[config.mk]
export PLATFORM = sky130hd
export DESIGN_NAME = ntt_io_ctrl_flat
export DESIGN_NICKNAME = d
export VERILOG_FILES = /design/src/rtl/ntt_io_ctrl_if.sv /design/src/rtl/ntt_io_ctrl.sv /design/src/flat_wrapper.sv
export SDC_FILE = /design/constraint.sdc
export NUM_CORES = 1
export LEC_CHECK = 0
export CAP_MARGIN = 40
export CORE_MARGIN = 5
export CORE_UTILIZATION = 38
export CTS_CLUSTER_SIZE = 30
export DETAILED_ROUTE_END_ITERATION = 10
export PLACE_DENSITY = 0.81
export SLEW_MARGIN = 15
export SYNTH_ARGS = -nofsm -noshare
export SYNTH_HDL_FRONTEND = slang
export SYNTH_SLANG_ARGS = --single-unit
[constraint.sdc]
create_clock -name clk -period 1.7 [get_ports clk]
set_input_delay 0.34 -clock clk [delete_from_list [all_inputs] [get_ports clk]]
set_output_delay 0.34 -clock clk [all_outputs]
set_load 0.1 [all_outputs]
[src/rtl/ntt_io_ctrl_if.sv]
// Bundled ports between the NTT I/O controller and its surroundings:
// input stream, bank write port, core launch/finish, bank read port,
// output stream and job status.
interface ntt_io_ctrl_if #(
  parameter int D_width = 17,
  parameter int BN      = 16,
  parameter int MA      = 64
);
  localparam int AW = (MA > 1) ? $clog2(MA) : 1;
  localparam int BW = (BN > 1) ? $clog2(BN) : 1;

  logic               in_valid;
  logic               in_ready;
  logic [D_width-1:0] in_data;
  logic [BN-1:0]      wr_en;
  logic [AW-1:0]      wr_addr;
  logic [D_width-1:0] wr_data;
  logic               start;
  logic               ntt_done;
  logic               rd_en;
  logic [BW-1:0]      rd_bank;
  logic [AW-1:0]      rd_addr;
  logic [D_width-1:0] rd_data;
  logic               out_valid;
  logic               out_ready;
  logic [D_width-1:0] out_data;
  logic               busy;
  logic               done;

  // Controller side
  modport master (
    input  in_valid, in_data, ntt_done, rd_data, out_ready,
    output in_ready, wr_en, wr_addr, wr_data, start, rd_en, rd_bank,
           rd_addr, out_valid, out_data, busy, done
  );

  // Environment side (producer, banks, NTT core, consumer)
  modport slave (
    output in_valid, in_data, ntt_done, rd_data, out_ready,
    input  in_ready, wr_en, wr_addr, wr_data, start, rd_en, rd_bank,
           rd_addr, out_valid, out_data, busy, done
  );
endinterface

[src/rtl/ntt_io_ctrl.sv]
// NTT I/O controller: scatters an input coefficient stream across BN banks,
// launches the NTT core, waits for it, then streams the coefficients back
// out in index order with a single outstanding bank read.
// Coefficient i lives in bank i%BN at address i/BN; BN and MA are expected
// to be powers of two (>= 2) so that split is a plain bit slice of i.
module ntt_io_ctrl #(
  parameter int D_width = 17,
  parameter int BN      = 16,
  parameter int MA      = 64
) (
  input  logic          clk,
  input  logic          rst,
  ntt_io_ctrl_if.master bus
);
  localparam int AW  = (MA > 1) ? $clog2(MA) : 1;
  localparam int BW  = (BN > 1) ? $clog2(BN) : 1;
  localparam int DEG = BN * MA;
  localparam int IW  = $clog2(DEG);
  localparam logic [IW-1:0] LAST_IDX = IW'(DEG - 1);
  localparam logic [IW-1:0] ONE_IDX  = IW'(1);

  typedef enum logic [2:0] {
    S_IDLE   = 3'd0,
    S_LOAD   = 3'd1,
    S_START  = 3'd2,
    S_RUN    = 3'd3,
    S_UNLOAD = 3'd4,
    S_FIN    = 3'd5
  } state_e;

  state_e             state_q, state_d;
  logic [IW-1:0]      ld_idx_q, ld_idx_d;    // next input beat index
  logic [IW-1:0]      rd_idx_q, rd_idx_d;    // next bank read index
  logic [IW-1:0]      out_idx_q, out_idx_d;  // next output beat index
  logic               rd_all_q, rd_all_d;    // every index already read
  logic               inflight_q, inflight_d;
  logic               out_valid_q, out_valid_d;
  logic [D_width-1:0] out_data_q, out_data_d;

  logic in_acc_s;
  logic rd_issue_s;
  logic out_acc_s;

  assign in_acc_s   = bus.in_valid && (state_q == S_LOAD);
  assign out_acc_s  = out_valid_q && bus.out_ready;
  // A read may start only when the output register is free or being drained
  // this cycle, so returning data never overwrites an unaccepted beat.
  assign rd_issue_s = (state_q == S_UNLOAD) && !rd_all_q && !inflight_q &&
                      (!out_valid_q || bus.out_ready);

  assign bus.in_ready  = (state_q == S_LOAD);
  assign bus.wr_addr   = ld_idx_q[BW +: AW];
  assign bus.wr_data   = bus.in_data;
  assign bus.start     = (state_q == S_START);
  assign bus.rd_en     = rd_issue_s;
  assign bus.rd_bank   = rd_idx_q[BW-1:0];
  assign bus.rd_addr   = rd_idx_q[BW +: AW];
  assign bus.out_valid = out_valid_q;
  assign bus.out_data  = out_data_q;
  assign bus.busy      = (state_q != S_IDLE);
  assign bus.done      = (state_q == S_FIN);

  // One-hot bank write strobe for the beat accepted this cycle.
  always_comb begin
    for (int b = 0; b < BN; b++) begin
      bus.wr_en[b] = in_acc_s && (ld_idx_q[BW-1:0] == BW'(b));
    end
  end

  // Next-state and datapath update for the job sequence.
  always_comb begin
    state_d     = state_q;
    ld_idx_d    = ld_idx_q;
    rd_idx_d    = rd_idx_q;
    out_idx_d   = out_idx_q;
    rd_all_d    = rd_all_q;
    inflight_d  = 1'b0;
    out_valid_d = out_valid_q;
    out_data_d  = out_data_q;
    case (state_q)
      S_IDLE: begin
        if (bus.in_valid) state_d = S_LOAD;
        else              state_d = S_IDLE;
      end
      S_LOAD: begin
        if (in_acc_s) begin
          ld_idx_d = ld_idx_q + ONE_IDX;  // wraps to 0 after the last beat
          if (ld_idx_q == LAST_IDX) state_d = S_START;
          else                      state_d = S_LOAD;
        end else begin
          state_d = S_LOAD;
        end
      end
      S_START: state_d = S_RUN;
      S_RUN: begin
        if (bus.ntt_done) state_d = S_UNLOAD;
        else              state_d = S_RUN;
      end
      S_UNLOAD: begin
        inflight_d = rd_issue_s;
        if (rd_issue_s) begin
          rd_idx_d = rd_idx_q + ONE_IDX;
          if (rd_idx_q == LAST_IDX) rd_all_d = 1'b1;
          else                      rd_all_d = rd_all_q;
        end else begin
          rd_idx_d = rd_idx_q;
        end
        if (inflight_q) begin
          out_data_d  = bus.rd_data;
          out_valid_d = 1'b1;
        end else if (out_acc_s) begin
          out_valid_d = 1'b0;
        end else begin
          out_valid_d = out_valid_q;
        end
        if (out_acc_s) begin
          out_idx_d = out_idx_q + ONE_IDX;
          if (out_idx_q == LAST_IDX) begin
            state_d  = S_FIN;
            rd_all_d = 1'b0;
          end else begin
            state_d = S_UNLOAD;
          end
        end else begin
          state_d = S_UNLOAD;
        end
      end
      S_FIN:   state_d = S_IDLE;
      default: state_d = S_IDLE;
    endcase
  end

  // State and datapath registers; reset abandons any job in progress.
  always_ff @(posedge clk) begin
    if (rst) begin
      state_q     <= S_IDLE;
      ld_idx_q    <= '0;
      rd_idx_q    <= '0;
      out_idx_q   <= '0;
      rd_all_q    <= 1'b0;
      inflight_q  <= 1'b0;
      out_valid_q <= 1'b0;
      out_data_q  <= '0;
    end else begin
      state_q     <= state_d;
      ld_idx_q    <= ld_idx_d;
      rd_idx_q    <= rd_idx_d;
      out_idx_q   <= out_idx_d;
      rd_all_q    <= rd_all_d;
      inflight_q  <= inflight_d;
      out_valid_q <= out_valid_d;
      out_data_q  <= out_data_d;
    end
  end
endmodule

[src/flat_wrapper.sv]
// flat-port wrapper written by rule: the top's interface ports become plain ports
module ntt_io_ctrl_flat 
#(
  parameter int D_width = 17,
  parameter int BN      = 16,
  parameter int MA      = 64
)
  (clk, rst, bus_in_valid, bus_in_data, bus_ntt_done, bus_rd_data, bus_out_ready, bus_in_ready, bus_wr_en, bus_wr_addr, bus_wr_data, bus_start, bus_rd_en, bus_rd_bank, bus_rd_addr, bus_out_valid, bus_out_data, bus_busy, bus_done);
  ntt_io_ctrl_if #(.D_width(D_width), .BN(BN), .MA(MA)) bus_i ();
  input  logic clk;
  input  logic rst;
  input wire logic [$bits(bus_i.in_valid)-1:0] bus_in_valid;
  input wire logic [$bits(bus_i.in_data)-1:0] bus_in_data;
  input wire logic [$bits(bus_i.ntt_done)-1:0] bus_ntt_done;
  input wire logic [$bits(bus_i.rd_data)-1:0] bus_rd_data;
  input wire logic [$bits(bus_i.out_ready)-1:0] bus_out_ready;
  output wire logic [$bits(bus_i.in_ready)-1:0] bus_in_ready;
  output wire logic [$bits(bus_i.wr_en)-1:0] bus_wr_en;
  output wire logic [$bits(bus_i.wr_addr)-1:0] bus_wr_addr;
  output wire logic [$bits(bus_i.wr_data)-1:0] bus_wr_data;
  output wire logic [$bits(bus_i.start)-1:0] bus_start;
  output wire logic [$bits(bus_i.rd_en)-1:0] bus_rd_en;
  output wire logic [$bits(bus_i.rd_bank)-1:0] bus_rd_bank;
  output wire logic [$bits(bus_i.rd_addr)-1:0] bus_rd_addr;
  output wire logic [$bits(bus_i.out_valid)-1:0] bus_out_valid;
  output wire logic [$bits(bus_i.out_data)-1:0] bus_out_data;
  output wire logic [$bits(bus_i.busy)-1:0] bus_busy;
  output wire logic [$bits(bus_i.done)-1:0] bus_done;
  assign bus_i.in_valid = bus_in_valid;
  assign bus_i.in_data = bus_in_data;
  assign bus_i.ntt_done = bus_ntt_done;
  assign bus_i.rd_data = bus_rd_data;
  assign bus_i.out_ready = bus_out_ready;
  assign bus_in_ready = bus_i.in_ready;
  assign bus_wr_en = bus_i.wr_en;
  assign bus_wr_addr = bus_i.wr_addr;
  assign bus_wr_data = bus_i.wr_data;
  assign bus_start = bus_i.start;
  assign bus_rd_en = bus_i.rd_en;
  assign bus_rd_bank = bus_i.rd_bank;
  assign bus_rd_addr = bus_i.rd_addr;
  assign bus_out_valid = bus_i.out_valid;
  assign bus_out_data = bus_i.out_data;
  assign bus_busy = bus_i.busy;
  assign bus_done = bus_i.done;
  ntt_io_ctrl #(.D_width(D_width), .BN(BN), .MA(MA)) u_core (.clk(clk), .rst(rst), .bus(bus_i));
endmodule
==> reports/results.tsv <==
stage	metric	value	unit
min_path	worstHoldPathType	input port to flip-flop	
drt	drc	0	
power_and_ir_drop	p_per_area	444.2	mW/mm^2
clock_network	clock_latency	0.31	ns
yosys	synth.area.top_cells	dfxtp_1 41%, nand2_1 6.9%, buf_4 6.6%	
final_layout	area_growth	95.93	%
floorplanning	die_height	92.94	microns
yosys	avgSynthCellArea	8.117	sq um
placement	hpwlAfterDp	5.436	mm
floorplanning	dieArea	0.008637	sq mm
yosys	synth-seq-cells	53	
worst_setup_path	critPathKind	flip-flop to output port	
global_route	grt_usage	0.1865	
yosys	synth.distinct_cells	41	
yosys	syn-num-nets	367	
yosys	synth_seq_area_share	0.4059	
global_route	grt_max_degree	24	
yosys	ys_warn_count	0	
clock_network	clkSinkCount	53	
status	status	complete, but fails checks	
yosys	synthesis.area	0.002614	sq mm
timing	finalCriticalPeriod	2.115	ns
min_path	holdPathStages	2	
final_layout	final_cell_mix	59 x buf_12, 36 x dfxtp_1, 32 x nor2_1, 31 x buf_4, 28 x nand2_1	
status	failed_checks	setup timing	
timing	hold_viol	0	
final_layout	mostFrequentLayoutCell	buf_12	
power_and_ir_drop	p_leak	2.069	nW
clock_network	cts.path.max_buffers	2	
yosys	synth-edff-count	0	
yosys	synth_top_area_cell	dfxtp_1	
yosys	synthCells	322	
clock_network	cts_hold_buf	0	
timing	final.setup.worst_slack	-0.4149	ns
floorplanning	ios	111	
global_route	grt_overflow	0	
timing	fin_setup_tns	-9.805	ns
drt	first_pass_iters	4	
drt	drt_iter0_markers	139	
run	maxCapViolations	0	
floorplanning	core	0.006756	sq mm
worst_setup_path	required	1.36	ns
drt	drt-total-wl	9.581	mm
worst_setup_path	cp_max_fo	6	
clock_network	cts.htree.levels	2	
timing	final_max_slew_viol_count	0	
placement	dpl_cell_area	0.004288	sq mm
global_route	grt_pass1_wl	12.99	mm
clock_network	cts_tree	yes	
floorplanning	placement_rows	30	
clock_network	numCtsBuffers	5	
final_layout	fin_nets	467	
final_layout	final_area	0.005121	sq mm
clock_network	clkSlewWorstSetupHoldPaths	0.09	ns
placement	gp_congestion	0.8182	
drt	ant_nets	0	
timing	finalSetupViolCount	51	
final_layout	diodes	0	
final_layout	drive_above_1_share	0.5343	
timing	worst_slew_pin_slew	0.4697	ns
clock_network	clockRootBuffer	clkbuf_8	
timing	post-route-period-util	1.244	
worst_setup_path	start_kind	flip-flop	
worst_setup_path	endpoint_kind	output port	
drt	vias_per_cell	5.417	
yosys	ys.flop_type	dfxtp_1	
global_route	grt_pass1_vias	2727	
drt	vias	2725	
timing	clock_skew	0.008171	ns
yosys	netlist.area_leader.share	0.4059	
worst_setup_path	crit_arrival	1.77	ns
placement	portBuffers	76	
yosys	synth-async-reset-ratio	0	
timing	rsz0062_at_grt	yes	
global_route	antenna_found_initial	0	
floorplanning	start_util	0.3869	
worst_setup_path	reg2reg_depth	9	
power_and_ir_drop	ir_worst_vdd	440.4	uV
drt	routedWlPerCell	19.05	microns
timing	fmax	0.4728	GHz
timing	timing.slew.headroom	0.6860	
floorplanning	fp.dieW	92.94	microns
worst max-delay path, cell delays in order (launching register included):
cell,delay [ns]
dfxtp_4,0.38
or3b_4,0.40
clkinvlp_4,0.13
nand3_4,0.12
buf_12,0.16
nor2_4,0.09
buf_12,0.18
final timing paths:
path,to,start,slack (ns)
max,bus_wr_en[7],u_core.state_q[2]$_SDFF_PP0_,-0.41
min,u_core.out_idx_q[2]$_SDFFE_PP0P_,rst,0.46
max reg2reg,u_core.rd_idx_q[8]$_SDFFE_PP0P_,u_core.state_q[0]$_SDFF_PP0_,-0.29
min reg2reg,u_core.rd_all_q$_SDFFE_PP0P_,u_core.rd_all_q$_SDFFE_PP0P_,0.50
flip-flops by register name, summed over array words and instances (netlist names):
register              count
u_core.state_q            3
u_core.ld_idx_q          10
u_core.bus.out_valid      1
u_core.rd_idx_q          10
u_core.rd_all_q           1
u_core.bus.out_data      17
u_core.out_idx_q         10
u_core.inflight_q         1
through the flow:
step,power (mW),setup WS [ns],cells,hold slack (ns),util
detailed placement,1.525,-0.4956,469,0.4837,0.6346
CTS,2.213,-0.3747,495,0.4432,0.6941
global route,2.343,-0.4834,503,0.4905,0.7580
finish,2.275,-0.4149,503,0.4626,0.7580
global placement,1.519,-0.4645,469,0.4799,0.6346
floorplan,1.594,-0.9420,322,0.4709,-
synth_stat cells (all sizes together), types with 5 or more instances:
cell type	number
a21oi	28
buf	28
clkbuf	10
dfxtp	53
ha	6
inv	9
nand2	48
nand3	11
nand4	9
nor2	44
nor3	10
nor4	5
xnor2	11
xor2	9
routing by layer:
metal  GRT usage  routed length, microns
met3     0.03899                     488
met2      0.3449                    5226
met5           0                       0
met4     0.06349                     276
met1      0.2103                    3590
layout make-up:
class | instances | area, sq um
Clock buffer | 6 | 72.57
Clock inverter | 2 | 10.01
Fill cell | 369 | 1635
Inverter | 9 | 41.29
Multi-Input combinational cell | 222 | 1919
Sequential cell | 53 | 1097
Tap cell | 80 | 100.1
Timing Repair Buffer | 131 | 1881
power by group:
part	total [mW]	leakage (nW)	internal [mW]	switching, mW
clock	0.706	0.0450	0.287	0.419
combinational	0.323	1.59	0.152	0.171
sequential	1.25	0.437	1.24	0.00716
timing repair:
item | in CTS | in global routing
pin swaps | 15 | 56
setup buffers | 17 | 13
resized for setup | 38 | 92
gates cloned | 1 | 1
endpoints found under the setup margin | 38 | 53
cells by family after synthesis:
kind of cell / share of synthesized area
muxes: 0.01245
and+or+nand+nor: 0.3011
adders and majority gates: 0.02872
DFF: 0.4059
buffers and inverters: 0.1024
xor gates and xnor gates: 0.06702
AOI/OAI and AO/OA: 0.08233
(Power assumes the default switching activity.)
==> RTL edit 1 (same flow settings) <==
`MA` is set to 64 in 3 places; all go to 32.
--- a/src/rtl/ntt_io_ctrl_if.sv
+++ b/src/rtl/ntt_io_ctrl_if.sv
@@ -5,5 +5,5 @@
   parameter int D_width = 17,
   parameter int BN      = 16,
-  parameter int MA      = 64
+  parameter int MA      = 32
 );
   localparam int AW = (MA > 1) ? $clog2(MA) : 1;
--- a/src/rtl/ntt_io_ctrl.sv
+++ b/src/rtl/ntt_io_ctrl.sv
@@ -7,5 +7,5 @@
   parameter int D_width = 17,
   parameter int BN      = 16,
-  parameter int MA      = 64
+  parameter int MA      = 32
 ) (
   input  logic          clk,
--- a/src/flat_wrapper.sv
+++ b/src/flat_wrapper.sv
@@ -4,5 +4,5 @@
   parameter int D_width = 17,
   parameter int BN      = 16,
-  parameter int MA      = 64
+  parameter int MA      = 32
 )
   (clk, rst, bus_in_valid, bus_in_data, bus_ntt_done, bus_rd_data, bus_out_ready, bus_in_ready, bus_wr_en, bus_wr_addr, bus_wr_data, bus_start, bus_rd_en, bus_rd_bank, bus_rd_addr, bus_out_valid, bus_out_data, bus_busy, bus_done);
Ports: changed (resized bus_rd_addr and bus_wr_addr); port bits go from 111 to 109. No check against the original RTL was run, so the function may have changed too.
==> RTL edit 1 against the unedited design <==
  * Cell count is 7.2% lower
  * Global-route usage is 4.1 points lower
  * First-iteration DRC count is 54% lower
  * Worst setup slack better by 190 ps
  * Synthesized cell count is 4.0% lower
  * The flow still finishes with violations (negative setup slack)
  * Routed wire length is 32% lower
  * Sequential cell count is 3 lower
  * Area after synthesis is 4.1% lower
  * Critical endpoint is now bus_wr_en[15]
  * Total power is 7.2% lower
  * Design area is 17% lower
==> RTL edit 1: results (changes against the unedited design) <==
- The mux cell area share after synthesis came to 0% (was 1.24%).
* Count of buffers from port buffering: 74 (was 76)
- The share of the synthesized netlist area taken by xor and xnor gates came to 5.94% (was 6.70%).
* Status: complete, but fails checks (unchanged)
* Flop2flop setup slack: 10 ps (was -290 ps)
- The minimum setup slack in the final design is -227 ps (was -415 ps).
- HPWL reported at the end of detailed placement: 4.88 mm (was 5.44 mm)
- Most common library cells after synthesis: 62 x sky130_fd_sc_hd__nand2_1, 50 x sky130_fd_sc_hd__dfxtp_1, 31 x sky130_fd_sc_hd__a21oi_1 (was 53 x sky130_fd_sc_hd__dfxtp_1, 48 x sky130_fd_sc_hd__nand2_1, 44 x sky130_fd_sc_hd__nor2_1)
- The worst slew slack as a fraction of its limit was 76.0% (was 68.6%).
- Main area contributors after synthesis: sky130_fd_sc_hd__dfxtp_1 40%, sky130_fd_sc_hd__nand2_1 9.3%, sky130_fd_sc_hd__buf_4 6.9% (was sky130_fd_sc_hd__dfxtp_1 41%, sky130_fd_sc_hd__nand2_1 6.9%, sky130_fd_sc_hd__buf_4 6.6%)
* Via count of the first global-routing pass: 2416 (was 2727)
* Synth Area in Compound Gates: 8.83% (was 8.23%)
* Final RePlAce weighted congestion: 0.806 (was 0.818)
- The reported net switching power is 0.000506 W (was 0.000598 W).
* Fraction of the mapped netlist area in adder cells: 4.49% (was 2.87%)
- The sequential cell area fraction in the yosys report was 39.9% (was 40.6%).
- Violated checks: negative setup slack (unchanged).
- The worst setup path startpoint is u_core.state_q[1] (was u_core.state_q[2]).
* Data arrival time of the worst path: 1590 ps (was 1770 ps)
* Setup Viol. Count Final: 20 (was 51)
* Layout cell share with drive strength beyond 1: 38.2% (was 53.4%)
- The wire length of the first global-routing pass is 10.3 mm (was 13.0 mm).
* Detailed-route wire length: 6.50 mm (was 9.58 mm)
- Comb pwr: 0.000205 W (was 0.000323 W)
* Nets in the synthesized netlist: 357 (was 367)
* Proportion of netlist area held by the largest area contributor: 39.9% (was 40.6%)
- The cell type of the slowest stage on the worst timing path is sky130_fd_sc_hd__dfxtp_2 (was sky130_fd_sc_hd__or3b_4).
- Family of cells with the greatest summed delay on the critical path: buffers and inverters (was simple AND/OR/NAND/NOR gates)
==> RTL edit 1: layer usage <==
layer  share of wire (%)  track usage [%]
met1                  36             14.2
met2                  52             27.4
met3                  10             6.86
met4                0.78             3.91
met5                   0                0
==> RTL edit 1: through the flow <==
step / instances / area [um^2] / power, W
after floorplan: 309 / 2640 / 0.00148
after global placement: 450 / 3970 / 0.00139
after detailed placement: 450 / 3970 / 0.00139
after CTS: 461 / 4120 / 0.00213
after global routing: 467 / 4260 / 0.00220
final: 467 / 4260 / 0.00211
==> RTL edit 1: final cells by class <==
cell class              count  share of cell area, %
repair buffers            111                   37.3
flip-flops and latches     50                   24.1
multi-input cells         215                   33.3
clock buffers               6                   1.94
clock inverters             2                  0.352
inverters                   6                  0.704
well taps                  77                   2.26
==> RTL edit 1: what timing repair did <==
action                                  CTS  global route
buffers inserted                          3             7
gates resized for setup                   7            25
pin swaps                                 6            12
endpoints found under the setup margin   19            30
==> RTL edit 2 (same flow settings) <==
Made on the original files. Re-encode `state_e` (6 states) as one-hot, 6 bits wide.
--- a/src/rtl/ntt_io_ctrl.sv
+++ b/src/rtl/ntt_io_ctrl.sv
@@ -20,11 +20,11 @@
   localparam logic [IW-1:0] ONE_IDX  = IW'(1);
 
-  typedef enum logic [2:0] {
-    S_IDLE   = 3'd0,
-    S_LOAD   = 3'd1,
-    S_START  = 3'd2,
-    S_RUN    = 3'd3,
-    S_UNLOAD = 3'd4,
-    S_FIN    = 3'd5
+  typedef enum logic [5:0] {
+    S_IDLE   = 6'b000001,
+    S_LOAD   = 6'b000010,
+    S_START  = 6'b000100,
+    S_RUN    = 6'b001000,
+    S_UNLOAD = 6'b010000,
+    S_FIN    = 6'b100000
   } state_e;
 
Function: no difference found for any inputs over 10 cycles, from zero or initial values and one cycle with rst high; not proved beyond that.
==> RTL edit 2 against the unedited design <==
  * Sequential cell count is 3 higher
  * Design area is 6.0% higher
  * Sequential power grew 6%
  * Total power is 11% higher
  * Area after synthesis increased by 8.2%
  * Routed wire length increased by 10%
  * The flow still finishes with violations (negative setup slack)
  * Worst setup slack worse by 320 ps
  * Sequential share of layout area about the same
==> RTL edit 2: results (changes against the unedited design) <==
* Crit Reg-Reg Endpoint: u_core.rd_idx_q[6] (was u_core.rd_idx_q[8])
* Measured slew at the worst slew-check pin: 438 ps (was 470 ps)
- Violated checks: negative setup slack (unchanged).
- Worst setup slack after placement: -758 ps (was -496 ps)
* DRC marker count from the first detailed-route iteration: 288 (was 139)
- Via count normalized by instance count: 5.57 (was 5.42)
- Destination of the worst hold path: u_core.out_idx_q[0] (was u_core.out_idx_q[2])
- The largest voltage drop on the vdd net came to 0.000291 V (was 0.000440 V).
- Total Nets Final: 492 (was 467)
* Fraction of the yosys area taken by sequential cells: 39.6% (was 40.6%)
- The sum of negative setup slack came to -16290 ps (was -9800 ps).
* Setup ws final: -738 ps (was -415 ps)
- Worst Reg-to-Reg Cells: 8 (was 9)
* Synth Area in Compound Gates: 9.64% (was 8.23%)
* Setup Viol. Count Final: 53 (was 51)
- Fraction of the mapped netlist area in adder cells: 2.65% (was 2.87%)
- Pin count of the biggest net entering global routing: 25 (was 24)
- The weighted congestion reported at the end of routability-driven placement is 0.850 (was 0.818).
- The number of global-route vias before repair was 3094 (was 2727).
* Nets in the synthesized netlist: 375 (was 367)
- The worst setup skew after layout is 5.46 ps (was 8.17 ps).
- Detail-routed net length per standard cell: 19.3 um (was 19.0 um)
- Leakage power of the design: 2.11 nW (was 2.07 nW)
- The register-to-register setup slack was -360 ps (was -290 ps).
* Filler cell count in the final layout: 415 (was 369)
* Data arrival time of the worst path: 2100 ps (was 1770 ps)
- Clock-pin slew of the registers on the worst-case setup and hold paths: 110 ps (was 90 ps)
- The mux cell area share after synthesis is 7.12% (was 1.24%).
- Xor/xnor share of the synthesized area: 3.72% (was 6.70%)
* Layout cell share with drive strength beyond 1: 52.2% (was 53.4%)
- Most common library cells after synthesis: 56 x sky130_fd_sc_hd__dfxtp_1, 47 x sky130_fd_sc_hd__nor2_1, 24 x sky130_fd_sc_hd__buf_4 (was 53 x sky130_fd_sc_hd__dfxtp_1, 48 x sky130_fd_sc_hd__nand2_1, 44 x sky130_fd_sc_hd__nor2_1).
- Main area contributors after synthesis: sky130_fd_sc_hd__dfxtp_1 40%, sky130_fd_sc_hd__mux2i_1 6.7%, sky130_fd_sc_hd__buf_4 6.4% (was sky130_fd_sc_hd__dfxtp_1 41%, sky130_fd_sc_hd__nand2_1 6.9%, sky130_fd_sc_hd__buf_4 6.6%)
- The combined global-route utilization of all metal layers came to 21.0% (was 18.7%).
- Status: complete, but fails checks (unchanged)
- Worst reg2reg path startpoint: u_core.state_q[2] (was u_core.state_q[0])
- Global-route wire length before repair: 15.1 mm (was 13.0 mm)
- The number of distinct library cell variants in the gate-level netlist after synthesis was 49 (was 41).
-- RTL edit 2: changes by cell type after synthesis, sizes merged, moves of 4 or more --
cell / unedited run / this run
nand2: 48 / 16
mux2i: 1 / 19
a21oi: 28 / 17
inv: 9 / 16
o21ai: 3 / 10
or4: 2 / 7
xor2: 9 / 4
o31ai: 2 / 6
-- RTL edit 2: worst max-delay path by stage --
stage | start | to | slack (ps) | cells past startpoint
2_1_floorplan | u_core.ld_idx_q[1] | bus_wr_en[3] | -690 | 4
3_3_place_gp | bus_in_valid | bus_wr_en[3] | -740 | 5
3_5_place_dp | bus_in_valid | bus_wr_en[3] | -760 | 5
4_1_cts | u_core.ld_idx_q[0] | bus_wr_en[3] | -690 | 5
5_1_grt | u_core.ld_idx_q[1] | bus_wr_en[3] | -770 | 5
6_report | u_core.ld_idx_q[1] | bus_wr_en[3] | -740 | 5
-- RTL edit 2: cells by family after synthesis --
group,Yosys count
xor+xnor,12
flops,56
fa+ha+maj,6
mux,20
compound gates,43
buf+inv,55
simple gates,138
-- RTL edit 2: what timing repair did --
item | in CTS | in global routing
endpoints found under the setup margin | 49 | 73
gates resized for setup | 57 | 45
buffers inserted | 25 | 16
gates cloned | 0 | 0
pin swaps | 42 | 33
-- RTL edit 2: final cells by class --
| type | instances | area, um^2 | area share, % |
|---|---|---|---|
| timing repair buffer | 148 | 2000 | 36.8 |
| clock buffer | 5 | 68.8 | 1.27 |
| multi-input combinational | 219 | 1970 | 36.2 |
| sequential | 56 | 1160 | 21.4 |
| tap | 99 | 124 | 2.28 |
| inverter | 17 | 83.8 | 1.54 |
| clock inverter | 3 | 26.3 | 0.484 |
-- RTL edit 2: metrics by stage --
| step | cells | instance area, um^2 | utilization, % | hold slack [ps] |
|---|---|---|---|---|
| floorplan | 330 | 3150 | - | 416 |
| global placement | 504 | 4630 | 63.8 | 465 |
| detailed placement | 504 | 4630 | 63.8 | 478 |
| CTS | 535 | 5170 | 71.3 | 338 |
| global route | 547 | 5430 | 74.8 | 337 |
| finish | 547 | 5430 | 74.8 | 361 |
-- RTL edit 2: power breakdown --
part | internal, W | leakage, nW | switching [W] | total [W]
clock | 0.000305 | 0.0491 | 0.000494 | 0.000800
combinational | 0.000205 | 1.60 | 0.000197 | 0.000402
sequential | 0.00131 | 0.462 | 0.0000104 | 0.00132
total | 0.00182 | 2.11 | 0.000702 | 0.00252
-- RTL edit 2: layer usage --
layer	up-vias	global-route usage [%]	wire length, um
li1	1365	-	-
met1	1488	23.2	3800
met2	151	36.9	5670
met3	45	4.69	621
met4	0	11.4	490
met5	-	0	0
